===== src/rtl/st7735_init_sequencer.sv =====
// st7735_init_sequencer: drives the ST7735 hardware reset pulse, then walks an
// init ROM of {CMD, HDR, args, DLY} records and hands each byte to the SPI byte
// engine over a valid/ready handshake with DC and end-of-command marking.
module st7735_init_sequencer #(
    parameter int CLOCK_SPEED_MHZ = 12,
    parameter int ROM_AW          = 8,
    parameter int RESET_LOW_MS    = 10,
    parameter int RESET_WAIT_MS   = 120
) (
    input  logic              SYSTEM_CLK,
    input  logic              RST_N,
    input  logic              START,
    output logic              BUSY,
    output logic              DONE,
    output logic              LCD_RESET_N,
    output logic [ROM_AW-1:0] ROM_ADDR,
    input  logic [7:0]        ROM_DATA,
    output logic              TX_VALID,
    output logic [7:0]        TX_DATA,
    output logic              TX_DC,
    output logic              TX_LAST,
    input  logic              TX_READY
);

    localparam int TICK  = CLOCK_SPEED_MHZ * 1000;
    localparam int PRE_W = $clog2(TICK + 1);
    localparam int MS_W  = 16;
    localparam logic [PRE_W-1:0] PRE_MAX = PRE_W'(TICK - 1);

    typedef enum logic [3:0] {
        S_IDLE, S_HW_LOW, S_HW_WAIT, S_RD_N, S_RD_CMD, S_RD_HDR, S_SEND_CMD,
        S_RD_ARG, S_SEND_ARG, S_RD_DLY, S_DELAY, S_NEXT, S_FIN
    } state_t;

    state_t              r_state, w_state;
    logic                r_ph, w_ph;          // ROM read phase: 0 = address settling, 1 = sample
    logic [ROM_AW-1:0]   r_addr, w_addr;
    logic [7:0]          r_n, w_n;            // commands remaining
    logic [7:0]          r_cmd, w_cmd;
    logic [3:0]          r_argc, w_argc;      // arguments still to send
    logic                r_dly, w_dly;        // a delay byte follows the arguments
    logic [PRE_W-1:0]    r_pre, w_pre;        // 1 ms prescaler
    logic [MS_W-1:0]     r_ms, w_ms;          // milliseconds left in a timed state
    logic                r_busy, w_busy;
    logic                r_done, w_done;
    logic                r_lcd, w_lcd;
    logic                r_tx_valid, w_tx_valid;
    logic [7:0]          r_tx_data, w_tx_data;
    logic                r_tx_dc, w_tx_dc;
    logic                r_tx_last, w_tx_last;
    logic                w_tick;
    logic                w_ms_last;

    assign w_tick    = (r_pre == PRE_MAX);
    assign w_ms_last = (r_ms <= MS_W'(1));

    assign BUSY        = r_busy;
    assign DONE        = r_done;
    assign LCD_RESET_N = r_lcd;
    assign ROM_ADDR    = r_addr;
    assign TX_VALID    = r_tx_valid;
    assign TX_DATA     = r_tx_data;
    assign TX_DC       = r_tx_dc;
    assign TX_LAST     = r_tx_last;

    // State and datapath registers; reset returns every output to its idle value.
    always_ff @(posedge SYSTEM_CLK or negedge RST_N) begin
        if (!RST_N) begin
            r_state    <= S_IDLE;
            r_ph       <= 1'b0;
            r_addr     <= '0;
            r_n        <= '0;
            r_cmd      <= '0;
            r_argc     <= '0;
            r_dly      <= 1'b0;
            r_pre      <= '0;
            r_ms       <= '0;
            r_busy     <= 1'b0;
            r_done     <= 1'b0;
            r_lcd      <= 1'b1;
            r_tx_valid <= 1'b0;
            r_tx_data  <= '0;
            r_tx_dc    <= 1'b0;
            r_tx_last  <= 1'b0;
        end else begin
            r_state    <= w_state;
            r_ph       <= w_ph;
            r_addr     <= w_addr;
            r_n        <= w_n;
            r_cmd      <= w_cmd;
            r_argc     <= w_argc;
            r_dly      <= w_dly;
            r_pre      <= w_pre;
            r_ms       <= w_ms;
            r_busy     <= w_busy;
            r_done     <= w_done;
            r_lcd      <= w_lcd;
            r_tx_valid <= w_tx_valid;
            r_tx_data  <= w_tx_data;
            r_tx_dc    <= w_tx_dc;
            r_tx_last  <= w_tx_last;
        end
    end

    // Next-state and next-register logic; ROM reads take two cycles (settle, sample).
    always_comb begin
        w_state    = r_state;
        w_ph       = r_ph;
        w_addr     = r_addr;
        w_n        = r_n;
        w_cmd      = r_cmd;
        w_argc     = r_argc;
        w_dly      = r_dly;
        w_pre      = w_tick ? '0 : r_pre + 1'b1;
        w_ms       = r_ms;
        w_busy     = r_busy;
        w_done     = r_done;
        w_lcd      = r_lcd;
        w_tx_valid = r_tx_valid;
        w_tx_data  = r_tx_data;
        w_tx_dc    = r_tx_dc;
        w_tx_last  = r_tx_last;

        case (r_state)
            S_IDLE: begin
                if (START) begin
                    w_state = S_HW_LOW;
                    w_busy  = 1'b1;
                    w_done  = 1'b0;
                    w_addr  = '0;
                    w_lcd   = 1'b0;
                    w_pre   = '0;
                    w_ms    = MS_W'(RESET_LOW_MS);
                end
            end
            S_HW_LOW: begin
                if (w_tick) begin
                    if (w_ms_last) begin
                        w_state = S_HW_WAIT;
                        w_lcd   = 1'b1;
                        w_pre   = '0;
                        w_ms    = MS_W'(RESET_WAIT_MS);
                    end else begin
                        w_ms = r_ms - 1'b1;
                    end
                end
            end
            S_HW_WAIT: begin
                if (w_tick) begin
                    if (w_ms_last) begin
                        w_state = S_RD_N;
                        w_ph    = 1'b0;
                    end else begin
                        w_ms = r_ms - 1'b1;
                    end
                end
            end
            S_RD_N: begin
                w_ph = ~r_ph;
                if (r_ph) begin
                    w_addr  = r_addr + 1'b1;
                    w_n     = ROM_DATA;
                    w_state = (ROM_DATA == 8'd0) ? S_FIN : S_RD_CMD;
                end
            end
            S_RD_CMD: begin
                w_ph = ~r_ph;
                if (r_ph) begin
                    w_addr  = r_addr + 1'b1;
                    w_cmd   = ROM_DATA;
                    w_state = S_RD_HDR;
                end
            end
            S_RD_HDR: begin
                w_ph = ~r_ph;
                if (r_ph) begin
                    w_addr     = r_addr + 1'b1;
                    w_dly      = ROM_DATA[7];
                    w_argc     = ROM_DATA[3:0];
                    w_state    = S_SEND_CMD;
                    w_tx_valid = 1'b1;
                    w_tx_data  = r_cmd;
                    w_tx_dc    = 1'b0;
                    w_tx_last  = (ROM_DATA[3:0] == 4'd0);
                end
            end
            S_SEND_CMD: begin
                if (TX_READY) begin
                    w_tx_valid = 1'b0;
                    if (r_argc != 4'd0) w_state = S_RD_ARG;
                    else                w_state = r_dly ? S_RD_DLY : S_NEXT;
                end
            end
            S_RD_ARG: begin
                w_ph = ~r_ph;
                if (r_ph) begin
                    w_addr     = r_addr + 1'b1;
                    w_state    = S_SEND_ARG;
                    w_tx_valid = 1'b1;
                    w_tx_data  = ROM_DATA;
                    w_tx_dc    = 1'b1;
                    w_tx_last  = (r_argc == 4'd1);
                end
            end
            S_SEND_ARG: begin
                if (TX_READY) begin
                    w_tx_valid = 1'b0;
                    w_argc     = r_argc - 1'b1;
                    if (r_argc != 4'd1) w_state = S_RD_ARG;
                    else                w_state = r_dly ? S_RD_DLY : S_NEXT;
                end
            end
            S_RD_DLY: begin
                w_ph = ~r_ph;
                if (r_ph) begin
                    w_addr = r_addr + 1'b1;
                    if (ROM_DATA == 8'd0) begin
                        w_state = S_NEXT;
                    end else begin
                        w_state = S_DELAY;
                        w_pre   = '0;
                        w_ms    = (ROM_DATA == 8'hFF) ? MS_W'(500) : MS_W'(ROM_DATA);
                    end
                end
            end
            S_DELAY: begin
                if (w_tick) begin
                    if (w_ms_last) w_state = S_NEXT;
                    else           w_ms    = r_ms - 1'b1;
                end
            end
            S_NEXT: begin
                w_n     = r_n - 1'b1;
                w_state = (r_n == 8'd1) ? S_FIN : S_RD_CMD;
            end
            S_FIN: begin
                w_busy  = 1'b0;
                w_done  = 1'b1;
                w_state = S_IDLE;
            end
            default: begin
                w_state = S_IDLE;
            end
        endcase
    end

endmodule

===== config.mk =====
export PLATFORM = sky130hd
export DESIGN_NAME = st7735_init_sequencer
export DESIGN_NICKNAME = d
export VERILOG_FILES = /design/src/rtl/st7735_init_sequencer.sv
export SDC_FILE = /design/constraint.sdc
export NUM_CORES = 1
export LEC_CHECK = 0
export ABC_AREA = 1
export ABC_CLOCK_PERIOD_IN_PS = 4900
export CAP_MARGIN = 20
export CORE_UTILIZATION = 60
export DETAILED_ROUTE_END_ITERATION = 8
export GPL_ROUTABILITY_DRIVEN = 0
export GPL_TIMING_DRIVEN = 0
export PLACE_DENSITY_LB_ADDON = 0.15
export SLEW_MARGIN = 20
export SYNTH_ARGS = -nofsm -noshare
export SYNTH_HDL_FRONTEND = slang
export SYNTH_SLANG_ARGS = --single-unit

===== constraint.sdc =====
create_clock -name SYSTEM_CLK -period 4.9 [get_ports SYSTEM_CLK]
set_input_delay 0.49 -clock SYSTEM_CLK [delete_from_list [all_inputs] [get_ports SYSTEM_CLK]]
set_output_delay 0.49 -clock SYSTEM_CLK [all_outputs]
set_load 0.03 [all_outputs]

# After elaboration in Yosys (flattened, before gate mapping)
# Index checks and enable logic that the tools add are counted.
# word_totals
register_bits	78
wordCells	154
output_inout_bits	22
in_bits	12
# classes
mux	65
bitwise_logic	1
n_reduce_logical	29
eq_ne	37
n_addsub	5
magnitude_cmp	1
# ops
cell	n
two-way mux 16 bit	7
two-way mux 14 bit	6
two-way mux 4 bit	20
case mux 16 bit (4 select lines)	1
case mux 4 bit (12 select lines)	1
case mux 8 bit (2 select lines)	3
case mux 14 bit (3 select lines)	1
two-way mux 8 bit	4
!= test 2 bit (second input constant)	16
== test 4 bit (second input constant)	5
== test 4 x 3 -> 1 bit (second input constant)	4
less-or-equal comparator 16 x 1 -> 1 bit (second input constant)	1
nonzero test 2 bit	8
subtractor 16 x 1 -> 16 bit (second input constant)	1
AND reduction 3 bit	5
adder 14 x 1 -> 14 bit (second input constant)	1
== test 14 bit (second input constant)	1
case mux 1 bit (2 select lines)	7
AND reduction 14 bit	1
two-way mux 1 bit	12
two-way mux 9 bit	1
adder 8 x 1 -> 8 bit (second input constant)	1
== test 4 x 1 -> 1 bit (second input constant)	2
== test 4 x 2 -> 1 bit (second input constant)	2
17 further kinds	27

# Logic depth before layout (Yosys ltp)
# logic_depth
depth_word	5
ltp_mapped	14
ltp_nobuf	13

# Worst setup path before layout
# OpenSTA, ideal clock, no wires.
# synth_path
path_type	flip-flop to flip-flop
from	register r_pre[0]
to	register r_ms[6]
path_slack_ns	3.250
synth_period_minus_slack_ns	1.650
path_stages_with_launch	15
arrival_ns	1.534
setup_ns	0.117
t_required_ns	4.783
path_buffers	1
cell_sequence	dfrtp_1 ha_1 nand2_1 inv_1 nand2_1 nor2_1 nand2_1 clkinv_1 nand2_1 nand2_1 inv_1 nor2_4 buf_6 nand2_1 nand2_1
# synth_via
elab_chain_cells	3
elab_cells_between_ends	4
classes_between	3 x eq/ne; 1 x reduce/logical
# synth_rtl
element	line_no	rtl
start, declared	42	logic [PRE_W-1:0] r_pre, w_pre;
start signal, assigned	93	r_pre <= w_pre;
== test 14 bit *	54	assign w_tick = (r_pre == PRE_MAX);
!= test 2 x 1 -> 1 bit (no line) or != test 2 bit (tied branches)	--	
AND reduction 7 bit (no line) *	--	
end signal, assigned	94	r_ms <= w_ms;
end, declared	43	logic [MS_W-1:0] r_ms, w_ms;
# Every way passes the cells marked *; elsewhere a longest branch is shown, timed or not.
# A chain may end at the register's enable or synchronous reset.

# Final worst setup path
# layout_path
from	input ROM_DATA[1]
to	register r_pre[13]
# layout_via
elab_chain_cells	4
# layout_rtl
element	line_no	rtl
start, declared	17	input logic [7:0] ROM_DATA,
logical NOT 8 bit	217	if (ROM_DATA == 8'd0) begin
two-way mux 14 bit	217	
two-way mux 14 bit	215	if (r_ph) begin
case mux 14 bit (3 select lines)	124	case (r_state)
named net w_pre[13]	42	
# The timed path passes the listed nets, and every way through them passes these cells.

==> metrics.md <==
| Metric | Value |
|---|---|
| Skew-Pair Late Insertion Delay | 0.35 ns |
| Die Footprint | 8060 µm² |
| Total wire length | 11000 µm |
| Ratio of cells with drive above 1 in the final layout | 7.73% |
| Int Pwr | 0.00175 W |
| Synthesized cell area | 4620 µm² |
| Post-cts resize count | 0 |
| Worst hold path type | in -> async |
| Buffers on Ports | 33 |
| Nets | 703 |
| Syn avg cell area | 7.26 µm² |
| Slew @ Worst Pin | 0.643 ns |
| Setup violators final | 0 |
| Post-DP HPWL | 8140 µm |
| Post-layout util | 71.6% |
| Clk slew on worst S/H paths | 0.08 ns |
| Final Hold Viols | 0 |
| Area Growth Syn to Fin | 14.2% |
| CTS Sinks | 78 |
| Largest net degree at the start of global routing | 45 |
| Net Sw Power | 0.00157 W |
| Seq/Total Area, Yosys | 42.2% |
| Worst path arrival time | 2.32 ns |
| Post-route DRC | 0 |
| Status | complete, no violations |
| Clock power frac | 14.2% |
| CP delay by family, top | simple AND/OR/NAND/NOR gates |
| Final Slew Violations | 0 |
| DIE WIDTH | 89.8 µm |
| Critical path capture point type | register |
| Vias in the first global route | 4120 |
| Drt pass-1 iters | 5 |
| Clock Skews | 0.0120 ns |
| Syn Nets | 658 |
| Critical path's most frequent cell | nor2_1 |
| Critical path fanouts, max | 7 |
| Period utilization | 41.8% |
| Final TNS setup | 0 ns |
| Slew Limit Headroom | 57.1% |
| CP bufs+invs | 1 |
| Top FF cell, synth | dfrtp_1 |
| Initial Util | 62.8% |
| Nature of the critical path startpoint | primary input |
| Post-route ant nets | 0 |
| Rows | 31 |
| Logic pwr share | 53.1% |
| Yosys reg bits | 78 |
| Deepest clock path buffer count | 2 |
| Post-synth ARST share | 100% |
| Peak VDD IR | 403 µV |
| RSZ-0062 raised after global routing | false |
| Synth cell types | 37 |
| Core area | 7370 µm² |
| Max Fclk | 488 MHz |
| Die Span Y | 89.8 µm |
| Vias per Instance | 5.54 |
| Reg power frac | 32.7% |
| TritonCTS clock tree | yes |
| I/O pin count | 34 |
| Slowest CP cell | clkdlybuf4s50_1 |
| Root Driver | clkbuf_8 |
| Ys Warns | 0 |
| Crit-path max cell delay | 0.60 ns |
| Initial antenna violation count | 0 |
| Cell chain of the critical path | clkdlybuf4s50_1 > nor2_1 > nand2_1 > nor2_1 > nand2_1 > nand2_2 > nor2_1 > nor2_1 > o21ai_0 > a21oi_1 |
| Filler cells | 605 |
| DRT iter0 DRCs | 356 |
| Ant diodes | 0 |
| Pwr/cell area | 628 nW/µm² |
| WS Path Type | in -> reg |
| EDFF count, synth | 0 |
| Vias | 4348 |
| GRT overflow | 0 |
| WL/cell | 14.0 µm |
| Sw Ratio | 47.3% |
| Post-CTS Hold Buffers | 0 |
| Leak | 2.58 nW |
| TritonCTS Buffers | 9 |
| Max_cap viols | 0 |
| Synthesized instance count | 637 |
| Min cycle time layout | 2.05 ns |
| Global-route wire length before repair | 18800 µm |
| Total track usage | 28.7% |
| Setup bufs post-CTS | 0 |
| H-tree Lvls | 3 |
| Worst Path Required | 5.17 ns |
synth_stat cells (2+ instances only):
cell type  count  share of area, %
nand3_1       45               4.9
o211ai_1       4              0.65
xor2_1        14               2.7
a22o_1         2              0.38
buf_2          3              0.32
nor2_2         3              0.41
o21ai_2        4              0.76
ha_1           9               2.4
nand2_2        9               1.2
o21ai_0       57               6.2
nor3b_1        2              0.32
o22ai_1        4              0.54
a21oi_1       20               2.2
nor3_1        10               1.1
clkinv_1       3              0.24
nor2_4         5               1.2
o21bai_1       2              0.32
o21ai_1        5              0.54
clkbuf_1       2              0.16
buf_6          4              0.97
inv_1         64               5.2
inv_2          9              0.73
nor2_1        86               7.0
nand3b_1       2              0.32
dfrtp_1       77                42
nand2_1      174                14
nand4_1        7              0.95
xnor2_1        2              0.38
per-stage QoR:
stage	hold WS, ns	instances	setup WS (ns)	total power (W)	cell area, µm²
CTS	0.0895	785	2.85	0.00331	5280
global placement	0.450	769	0.648	0.00276	5080
detailed placement	0.456	770	2.52	0.00283	5100
global route	0.114	785	2.63	0.00360	5280
finish	0.0781	785	2.85	0.00331	5280
floorplan	0.194	637	3.25	0.00234	4620
path summary, 6_finish.rpt:
path | from | endpoint | slack, ns | cells past startpoint
worst max-delay path | ROM_DATA[1] | r_pre[13] | 2.85 | 10
worst min-delay path | RST_N | r_ms[10] | 0.08 | 1
worst max register to register | r_ms[4] | r_state[2] | 2.92 | 8
worst min register to register | r_pre[0] | r_pre[0] | 0.46 | 1
max in group asynchronous | RST_N | r_argc[1] | 4.23 | 2
min in group SYSTEM_CLK | r_pre[0] | r_pre[0] | 0.46 | 1
worst reg2reg max path, stage by stage, from the launching register on:
cell	delay (ns)
dfrtp_1	0.44
nor2_1	0.29
nand3_1	0.15
nand2_1	0.14
nand2_1	0.10
o21ai_0	0.36
nand2_1	0.22
nand2_1	0.11
o21ai_1	0.06
power groups by stage:
stage / clock, W / sequential, W / combinational (W)
floorplan: 0 / 0.00117 / 0.00117
global placement: 0 / 0.00108 / 0.00169
detailed placement: 0 / 0.00109 / 0.00174
CTS: 0.000479 / 0.00108 / 0.00175
global route: 0.000500 / 0.00112 / 0.00198
finish: 0.000470 / 0.00109 / 0.00176
logic make-up after synthesis:
logic type,after synthesis,synth area share [%]
DFF,78,42.2
xor gates and xnor gates,16,3.03
buffers and inverters,85,7.63
and+or+nand+nor,345,32.1
adders and majority gates,9,2.44
AOI/OAI and AO/OA,104,12.5
sequential cells by signal, indices dropped and copies added (netlist names):
| register | cells |
|---|---|
| BUSY | 1 |
| DONE | 1 |
| LCD_RESET_N | 1 |
| ROM_ADDR | 8 |
| TX_DATA | 8 |
| TX_DC | 1 |
| TX_LAST | 1 |
| TX_VALID | 1 |
| r_argc | 4 |
| r_cmd | 8 |
| r_dly | 1 |
| r_ms | 16 |
| r_n | 8 |
| r_ph | 1 |
| r_pre | 14 |
| r_state | 4 |
layout make-up:
| class | instances | area [µm²] | share of cell area (%) |
|---|---|---|---|
| clock buffers | 14 | 153 | 2.89 |
| repair buffers | 34 | 348 | 6.59 |
| well taps | 99 | 124 | 2.35 |
| multi-input cells | 474 | 2320 | 43.9 |
| plain buffers | 9 | 67.6 | 1.28 |
| flip-flops and latches | 78 | 1950 | 37.0 |
| inverters | 76 | 285 | 5.40 |
| clock inverters | 1 | 30.0 | 0.569 |
per-layer routing:
| layer | global-route usage, % | share of wire [%] |
|---|---|---|
| met5 | 0 | 0 |
| met4 | 8.06 | 1.8 |
| met3 | 5.67 | 6.3 |
| met2 | 48.5 | 49 |
| met1 | 37.7 | 43 |
placed cells by master (no fill, tap or decap), types with 2 or more instances in the layout:
cell type        synthesis  routed
dfrtp_1                 77      77
nand4_1                  7       7
nor2_1                  86      86
o22ai_1                  4       4
inv_1                   64      64
nand3_1                 45      45
buf_6                    4       4
inv_2                    9       9
buf_2                    3       3
clkbuf_8                 0      10
a21oi_1                 20      20
o21ai_1                  5       5
xnor2_1                  2       2
a22o_1                   2       2
clkdlybuf4s50_1          0      32
ha_1                     9       9
xor2_1                  14      14
nand2_1                174     174
nor2_4                   5       5
o21ai_0                 57      57
o211ai_1                 4       4
nor3_1                  10      10
nor2_2                   3       3
clkinv_1                 3       3
o21bai_1                 2       2
nor3b_1                  2       2
nand3b_1                 2       2
clkbuf_1                 2       6
o21ai_2                  4       4
nand2_2                  9       9
Note: power is estimated with default switching activity, not from simulation.
